===== config.mk =====
export PLATFORM = sky130hd
export DESIGN_NAME = alu_exec_ctrl
export DESIGN_NICKNAME = d
export VERILOG_FILES = /design/src/rtl/alu_exec_ctrl.sv
export SDC_FILE = /design/constraint.sdc
export NUM_CORES = 1
export LEC_CHECK = 0
export ABC_CLOCK_PERIOD_IN_PS = 2500
export CORE_ASPECT_RATIO = 1.75
export CORE_MARGIN = 4
export CORE_UTILIZATION = 44
export CTS_CLUSTER_DIAMETER = 60
export CTS_CLUSTER_SIZE = 28
export DETAILED_ROUTE_END_ITERATION = 10
export PLACE_DENSITY = 0.81
export SYNTH_ARGS = -nofsm -noshare
export SYNTH_HDL_FRONTEND = slang
export SYNTH_SLANG_ARGS = --single-unit

===== constraint.sdc =====
create_clock -name clk -period 2.5 [get_ports clk]
set_input_delay 0.375 -clock clk [delete_from_list [all_inputs] [get_ports clk]]
set_output_delay 0.375 -clock clk [all_outputs]
set_load 0.02 [all_outputs]

===== src/rtl/alu_exec_ctrl.sv =====
// alu_exec_ctrl: multi-cycle execute sequencer for RV32I ALU instructions.
// Accepts one instruction word, decodes R-type and I-type arithmetic,
// reads the external register file, drives the external combinational ALU
// and writes the result back. One instruction is in flight at a time.
module alu_exec_ctrl #(
  parameter int XLEN  = 32,
  parameter int RF_AW = 5
) (
  input  logic             clk,
  input  logic             rst_n,
  input  logic             instr_valid,
  input  logic [31:0]      instr,
  output logic             instr_ready,
  output logic [RF_AW-1:0] rf_raddr1,
  output logic [RF_AW-1:0] rf_raddr2,
  input  logic [XLEN-1:0]  rf_rdata1,
  input  logic [XLEN-1:0]  rf_rdata2,
  output logic [XLEN-1:0]  alu_a,
  output logic [XLEN-1:0]  alu_b,
  output logic [3:0]       alu_op,
  input  logic [XLEN-1:0]  alu_result,
  output logic             rf_we,
  output logic [RF_AW-1:0] rf_waddr,
  output logic [XLEN-1:0]  rf_wdata,
  output logic             done,
  output logic             illegal,
  output logic [XLEN-1:0]  retire_cnt
);

  typedef enum logic [2:0] {
    S_IDLE,
    S_DECODE,
    S_EXEC,
    S_WB,
    S_FAULT
  } state_t;

  typedef enum logic [3:0] {
    OP_ADD  = 4'd0,
    OP_SUB  = 4'd1,
    OP_AND  = 4'd2,
    OP_OR   = 4'd3,
    OP_XOR  = 4'd4,
    OP_SLT  = 4'd5,
    OP_SLTU = 4'd6,
    OP_SLL  = 4'd7,
    OP_SRL  = 4'd8,
    OP_SRA  = 4'd9
  } alu_op_t;

  localparam logic [6:0] OPC_REG = 7'b0110011;
  localparam logic [6:0] OPC_IMM = 7'b0010011;
  localparam logic [6:0] F7_BASE = 7'b0000000;
  localparam logic [6:0] F7_ALT  = 7'b0100000;

  state_t          state_q, state_d;
  logic [31:0]     ir_q;
  logic [XLEN-1:0] alu_a_q, alu_b_q, res_q, retire_q;
  alu_op_t         alu_op_q;

  // Decode results, only meaningful while in DECODE.
  logic            dec_legal;
  alu_op_t         dec_op;
  logic [XLEN-1:0] dec_b;

  logic [6:0]      opcode, funct7;
  logic [2:0]      funct3;
  logic [4:0]      rd;
  logic [XLEN-1:0] imm_sext, shamt_zext;

  assign opcode     = ir_q[6:0];
  assign rd         = ir_q[11:7];
  assign funct3     = ir_q[14:12];
  assign funct7     = ir_q[31:25];
  assign imm_sext   = {{(XLEN-12){ir_q[31]}}, ir_q[31:20]};
  assign shamt_zext = {{(XLEN-5){1'b0}}, ir_q[24:20]};

  assign rf_raddr1  = RF_AW'(ir_q[19:15]);
  assign rf_raddr2  = RF_AW'(ir_q[24:20]);
  assign rf_waddr   = RF_AW'(rd);
  assign rf_wdata   = res_q;
  assign alu_a      = alu_a_q;
  assign alu_b      = alu_b_q;
  assign alu_op     = alu_op_q;
  assign retire_cnt = retire_q;

  // Instruction decode: legality, ALU operation and operand B source.
  always_comb begin
    // NOTE: every output of a combinational block gets a default first so no path leaves it unassigned and infers a latch.
    dec_legal = 1'b0;
    dec_op    = OP_ADD;
    dec_b     = rf_rdata2;
    case (opcode)
      OPC_REG: begin
        dec_legal = 1'b1;
        case ({funct7, funct3})
          {F7_BASE, 3'b000}: dec_op = OP_ADD;
          {F7_ALT,  3'b000}: dec_op = OP_SUB;
          {F7_BASE, 3'b001}: dec_op = OP_SLL;
          {F7_BASE, 3'b010}: dec_op = OP_SLT;
          {F7_BASE, 3'b011}: dec_op = OP_SLTU;
          {F7_BASE, 3'b100}: dec_op = OP_XOR;
          {F7_BASE, 3'b101}: dec_op = OP_SRL;
          {F7_ALT,  3'b101}: dec_op = OP_SRA;
          {F7_BASE, 3'b110}: dec_op = OP_OR;
          {F7_BASE, 3'b111}: dec_op = OP_AND;
          default:           dec_legal = 1'b0;
        endcase
      end
      OPC_IMM: begin
        dec_legal = 1'b1;
        dec_b     = imm_sext;
        case (funct3)
          3'b000: dec_op = OP_ADD;
          3'b010: dec_op = OP_SLT;
          3'b011: dec_op = OP_SLTU;
          3'b100: dec_op = OP_XOR;
          3'b110: dec_op = OP_OR;
          3'b111: dec_op = OP_AND;
          3'b001: begin
            dec_op    = OP_SLL;
            dec_b     = shamt_zext;
            dec_legal = (funct7 == F7_BASE);
          end
          default: begin
            // funct3 101: logical or arithmetic right shift by shamt.
            dec_b = shamt_zext;
            if (funct7 == F7_BASE) begin
              dec_op = OP_SRL;
            end else if (funct7 == F7_ALT) begin
              dec_op = OP_SRA;
            end else begin
              dec_legal = 1'b0;
            end
          end
        endcase
      end
      default: dec_legal = 1'b0;
    endcase
  end

  // Next-state logic and state-decoded handshake/writeback strobes.
  always_comb begin
    state_d     = state_q;
    instr_ready = 1'b0;
    done        = 1'b0;
    illegal     = 1'b0;
    rf_we       = 1'b0;
    case (state_q)
      S_IDLE: begin
        instr_ready = 1'b1;
        if (instr_valid) state_d = S_DECODE;
      end
      S_DECODE: state_d = dec_legal ? S_EXEC : S_FAULT;
      S_EXEC:   state_d = S_WB;
      S_WB: begin
        done    = 1'b1;
        rf_we   = (rd != 5'd0);
        state_d = S_IDLE;
      end
      S_FAULT: begin
        done    = 1'b1;
        illegal = 1'b1;
        state_d = S_IDLE;
      end
      default: state_d = S_IDLE;
    endcase
  end

  // State register.
  always_ff @(posedge clk or negedge rst_n) begin
    if (!rst_n) begin
      state_q <= S_IDLE;
    end else begin
      // NOTE: sequential state uses non-blocking assignments so every register samples pre-edge values.
      state_q <= state_d;
    end
  end

  // Datapath registers: instruction capture, operand latch, result capture.
  always_ff @(posedge clk or negedge rst_n) begin
    if (!rst_n) begin
      ir_q     <= '0;
      alu_a_q  <= '0;
      alu_b_q  <= '0;
      alu_op_q <= OP_ADD;
      res_q    <= '0;
    end else begin
      case (state_q)
        S_IDLE: begin
          if (instr_valid) ir_q <= instr;
        end
        S_DECODE: begin
          if (dec_legal) begin
            alu_a_q  <= rf_rdata1;
            alu_b_q  <= dec_b;
            alu_op_q <= dec_op;
          end
        end
        S_EXEC:  res_q <= alu_result;
        default: ;
      endcase
    end
  end

  // Retire counter: reloaded every cycle, adding one in WB; wraps naturally.
  always_ff @(posedge clk or negedge rst_n) begin
    if (!rst_n) begin
      retire_q <= '0;
    end else begin
      retire_q <= retire_q + {{(XLEN-1){1'b0}}, (state_q == S_WB)};
    end
  end

endmodule


### Yosys cells after proc, flatten, opt, wreduce, memory -nomap -nowiden

Cells that the tools add are included.

| word-level totals | value |
|---|---|
| output and inout bits | 151 |
| bits in latches | 0 |
| bits in writable memories | 0 |
| ROM bits | 0 |
| flip-flop bits (word level) | 167 |
| input port bits | 131 |
| word-level logic and storage cells | 60 |
| memories | 0 |

| operators by class | value |
|---|---|
| $add $sub $neg | 1 |
| order comparisons | 0 |
| muxes and demuxes | 19 |
| eq/ne operators | 23 |
| bitwise operators | 0 |
| multipliers | 0 |
| shift-type cells | 0 |
| reduce and logical (&&, ||, !) cells | 10 |
| div/mod/pow operators | 0 |

Operator list:

| kind | number |
|---|---|
| two-way mux 32 bit | 2 |
| == test 10 x 3 -> 1 bit, second input constant | 4 |
| case mux 4 bit (9 select lines) | 1 |
| adder 32 x 1 -> 32 bit | 1 |
| case mux 4 bit (7 select lines) | 1 |
| == test 10 x 2 -> 1 bit, second input constant | 2 |
| == test 10 x 9 -> 1 bit, second input constant | 2 |
| == test 7 x 6 -> 1 bit, second input constant | 2 |
| == test 3 x 2 -> 1 bit, second input constant | 4 |
| == test 3 bit, second input constant | 4 |
| == test 10 x 1 -> 1 bit, second input constant | 1 |
| zero test 10 bit | 1 |
| OR reduction 10 bit | 1 |
| case mux 3 bit (3 select lines) | 1 |
| two-way mux 4 bit | 2 |
| case mux 4 bit (2 select lines) | 1 |
| == test 7 x 5 -> 1 bit, second input constant | 1 |
| zero test 7 bit | 1 |
| two-way mux 1 bit | 7 |
| == test 3 x 1 -> 1 bit, second input constant | 2 |
| zero test 3 bit | 2 |
| two-way mux 3 bit | 2 |
| OR reduction 6 bit | 1 |
| nonzero test 5 bit | 1 |
| other kinds (4) | 6 |

### Logic depth before layout (Yosys ltp)

| logic depth | value |
|---|---|
| depth in word-level cells | 7 |
| depth in mapped cells | 9 |
| depth with buffers taken out | 8 |

### Worst setup path before layout

Ideal clock, no wire load.

| timing | value |
|---|---|
| kind | reg-to-reg |
| start | reg state_q[1] |
| end | reg ir_q[0] |
| arrival | 2003 ps |
| path slack | 372 ps |
| path buffers | 2 |
| required time | 2375 ps |
| setup time | 125 ps |
| period minus slack after synthesis | 2128 ps |
| stages on the path, launching flop included | 6 |
| path through | dfrtp_1 -> nor3_1 -> and2_1 -> clkbuf_1 -> buf_2 -> mux2_2 |

| on the way | value |
|---|---|
| word-level cells in the longest chain between the ends | 2 |

RTL lines:

| what | line | source |
|---|---|---|
| start: declaration | 56 | `state_t state_q, state_d;` |
| start signal: assignment | 176 | `state_q <= state_d;` |
| zero test 3 bit | 189 | `case (state_q)` |
| AND reduction 2 bit (no line) | - |  |
| end signal: assignment | 191 | `if (instr_valid) ir_q <= instr;` |
| end: declaration | 57 | `logic [31:0] ir_q;` |

Every way passes these cells.
A chain may end at the register's enable or synchronous reset.

### Worst setup path after layout

| timing | value |
|---|---|
| start | reg state_q[1] |
| end | out done |

| on the way | value |
|---|---|
| word-level cells in the longest chain between the ends | 3 |
| elaborated cells between the ends (all ways) | 4 |
| those cells by class | eq/ne (2); mux (1); reduce/logical (1) |

RTL lines:

| what | line | source |
|---|---|---|
| == test 3 x 2 -> 1 bit / == test 3 bit (equally long branches) | 149 | `case (state_q)` |
| OR reduction 2 bit (no line) * | - |  |
| two-way mux 1 bit * | 149 |  |
| end: declaration | 25 | `output logic done,` |

Every way passes the cells marked *; elsewhere a longest branch is shown, timed or not.

==> impl_metrics.env <==
export IMPL_syn_area_per_cell_um2=13.3
export IMPL_arrival_ps=1910
export IMPL_layout_drive_gt1_share=0.184
export IMPL_tns_ps=0
export IMPL_postLayoutCellArea_mm2=0.0107
export IMPL_rrSetupSlack_ps=290
export IMPL_placed_cells=980
export IMPL_relSlewSlack=0.580
export IMPL_portBuffers=281
export IMPL_timing_rr_start="ir_q[13]"
export IMPL_clock_latency_ps=420
export IMPL_r2r_cells=6
export IMPL_vias=5172
export IMPL_synth_edf_count=0
export IMPL_final_cell_mix="clkdlybuf4s50_1, dfrtp_1, mux2_2"
export IMPL_worst_endpoint_required_ps=2120
export IMPL_hold_class="flip-flop to flip-flop"
export IMPL_cts_htree_levels=4
export IMPL_first_iter_violations=121
export IMPL_yosysSeqAreaShare=0.580
export IMPL_track_usage=0.209
export IMPL_drt_first_pass_iters=4
export IMPL_endpoint="done"
export IMPL_outcome="complete, no violations"
export IMPL_overflow=0
export IMPL_cts_root_buf="clkbuf_16"
export IMPL_fp_dieH_um=177
export IMPL_remaining_drc_errors=0
export IMPL_path_depth=3
export IMPL_dpl_hpwl_mm=14.5
export IMPL_cp_slowest_stage_delay_ps=620
export IMPL_r2r_end="alu_a[21]"
export IMPL_syn_area_mm2=0.00721
export IMPL_async_reset_ff_frac=1.00
export IMPL_powerDensity_mw_per_mm2=841
export IMPL_cts_sinks=167
export IMPL_peakVddDrop_mv=0.467
export IMPL_crit_chain="nor3b_1 > or2_2 > clkdlybuf4s50_1"
export IMPL_clk_pin_slew_ps=70
export IMPL_grt_max_degree=64
export IMPL_register_area_mm2=0.00418
export IMPL_syn_to_final_growth_pct=47.9
export IMPL_netlist_instances=541
export IMPL_startpoint="state_q[1]"
export IMPL_holdWs_ps=490
export IMPL_end_kind="output pin"
export IMPL_worst_setup_path_start_kind="flip-flop"
export IMPL_io_pins=282
export IMPL_num_fill_cells=1205
export IMPL_place_ws_ps=301
export IMPL_syn_nets=674
export IMPL_ys_types=40
export IMPL_antenna_found_initial=0
export IMPL_ys_ff_latch=167
export IMPL_cp_top_family="buffers and inverters"
export IMPL_clockBufferDepth=2
export IMPL_multi_input_area_mm2=0.00265
export IMPL_initial_core_util=0.450
export IMPL_dpl_cell_area_mm2=0.0101
export IMPL_drt_antenna_violating_nets=0
export IMPL_ys_warn_count=0
export IMPL_path_class="flip-flop to output pin"
export IMPL_die_area_mm2=0.0186
export IMPL_slew_violations=0
export IMPL_gp_congestion=0.783
export IMPL_setup_violations=0
export IMPL_grt_first_pass_wirelength_mm=30.6
export IMPL_wl_per_cell_um=18.9
export IMPL_post_route_min_period_ps=2280
export IMPL_p_total_mw=8.96
export IMPL_synth_main_ff_cell="dfrtp_1"
export IMPL_layout_commonest_cell="clkdlybuf4s50_1"
export IMPL_via_per_inst=5.11
export IMPL_tightest_slew_ps=630
export IMPL_fp_dieW_um=105
export IMPL_worst_clock_skew_ps=15.6
export IMPL_rsz0062_at_grt="false"
export IMPL_cts_tree="yes"
export IMPL_rows=61
export IMPL_final_util=0.665
export IMPL_routed_wirelength_mm=19.1
export IMPL_maxCapViolations=0
export IMPL_nets=944
export IMPL_post_cts_resize_count=0
export IMPL_diodes=0
export IMPL_max_freq_mhz=438
export IMPL_fin_ws_ps=218
export IMPL_cpMaxStageDelayCell="clkdlybuf4s50_1"
export IMPL_grt_pass1_vias=5807
export IMPL_fin_crit_sh=0.913
export IMPL_cp_max_fo=6
export IMPL_cts_made_buffers=17
export IMPL_instances_no_fill=1013
export IMPL_timing_final_hold_violations=0
export IMPL_core_area_mm2=0.0160
export IMPL_cellLeakagePower_nw=4.87
export IMPL_cp_num_buf_inv=1
cells by family (layout without fill, tap and decap cells):
family / count (synthesis) / in the layout / synth area share
xor gates and xnor gates: 32 / 32 / 0.0389
DFF: 167 / 167 / 0.580
muxes: 134 / 134 / 0.220
adders and majority gates: 2 / 2 / 0.00347
buffers and inverters: 68 / 351 / 0.0528
and+or+nand+nor: 98 / 98 / 0.0736
AOI/OAI and AO/OA: 40 / 40 / 0.0316
where the power goes:
group          internal [mW]  switching, mW
Clock                   1.33           1.16
Sequential              3.27          0.375
Combinational           1.54           1.28
per-layer routing:
layer / part of all wire / global-route usage
met1: 0.35 / 0.221
met2: 0.56 / 0.392
met3: 0.052 / 0.0499
met4: 0.033 / 0.0909
met5: 0 / 0
worst reg2reg max path, stage by stage (launching register included):
cell and delay [ps]:
dfrtp_1 450, nand2b_1 320, a31oi_1 270, nor2_2 90, o21ai_4 170, buf_4 410
mux2_2 400
registers in the layout, indices dropped and copies added, names as in the netlist:
name and count:
rf_wdata 32, state_q 3, alu_a 32, alu_b 32, retire_cnt 32, ir_q 32
alu_op 4
timing repair:
| item | in CTS | in global routing |
|---|---|---|
| buffers inserted | 0 | 0 |
| setup endpoints to repair | 0 | 0 |
| hold buffers | 1 | 0 |
| endpoints found under the hold margin | 61 | 0 |
cell usage after synthesis (all sizes together) (2+ instances only):
library cell | n | share of area
xnor2 | 24 | 0.029
and3 | 6 | 0.0052
nor4 | 2 | 0.0026
nand2 | 29 | 0.015
mux2i | 21 | 0.029
dfrtp | 167 | 0.58
and2 | 4 | 0.0035
a21oi | 24 | 0.017
nor2 | 14 | 0.0076
xor2 | 8 | 0.0097
o31a | 2 | 0.0024
nand2b | 4 | 0.0035
buf | 34 | 0.035
nand4 | 6 | 0.0052
o21ai | 11 | 0.0092
ha | 2 | 0.0035
clkbuf | 7 | 0.0036
nand3 | 14 | 0.0097
mux2 | 113 | 0.19
nor3b | 5 | 0.0059
nor3 | 3 | 0.0021
inv | 27 | 0.014
and4 | 6 | 0.0073
final cells by class:
type	instances	area share
Tap cell	189	0.0222
Clock buffer	19	0.0415
Inverter	27	0.00951
Clock inverter	13	0.0106
Sequential cell	167	0.392
Multi-Input combinational cell	306	0.249
Timing Repair Buffer	292	0.275
worst min-delay path by stage:
| stage | from | end | cells past startpoint |
|---|---|---|---|
| after floorplan | rst_n | alu_a[0] | 0 |
| after global placement | rst_n | rf_wdata[8] | 1 |
| after detailed placement | rst_n | rf_wdata[10] | 1 |
| after CTS | retire_cnt[28] | retire_cnt[28] | 1 |
| after global routing | instr[14] | ir_q[14] | 3 |
| final | retire_cnt[28] | retire_cnt[28] | 1 |
(Power assumes the default switching activity.)
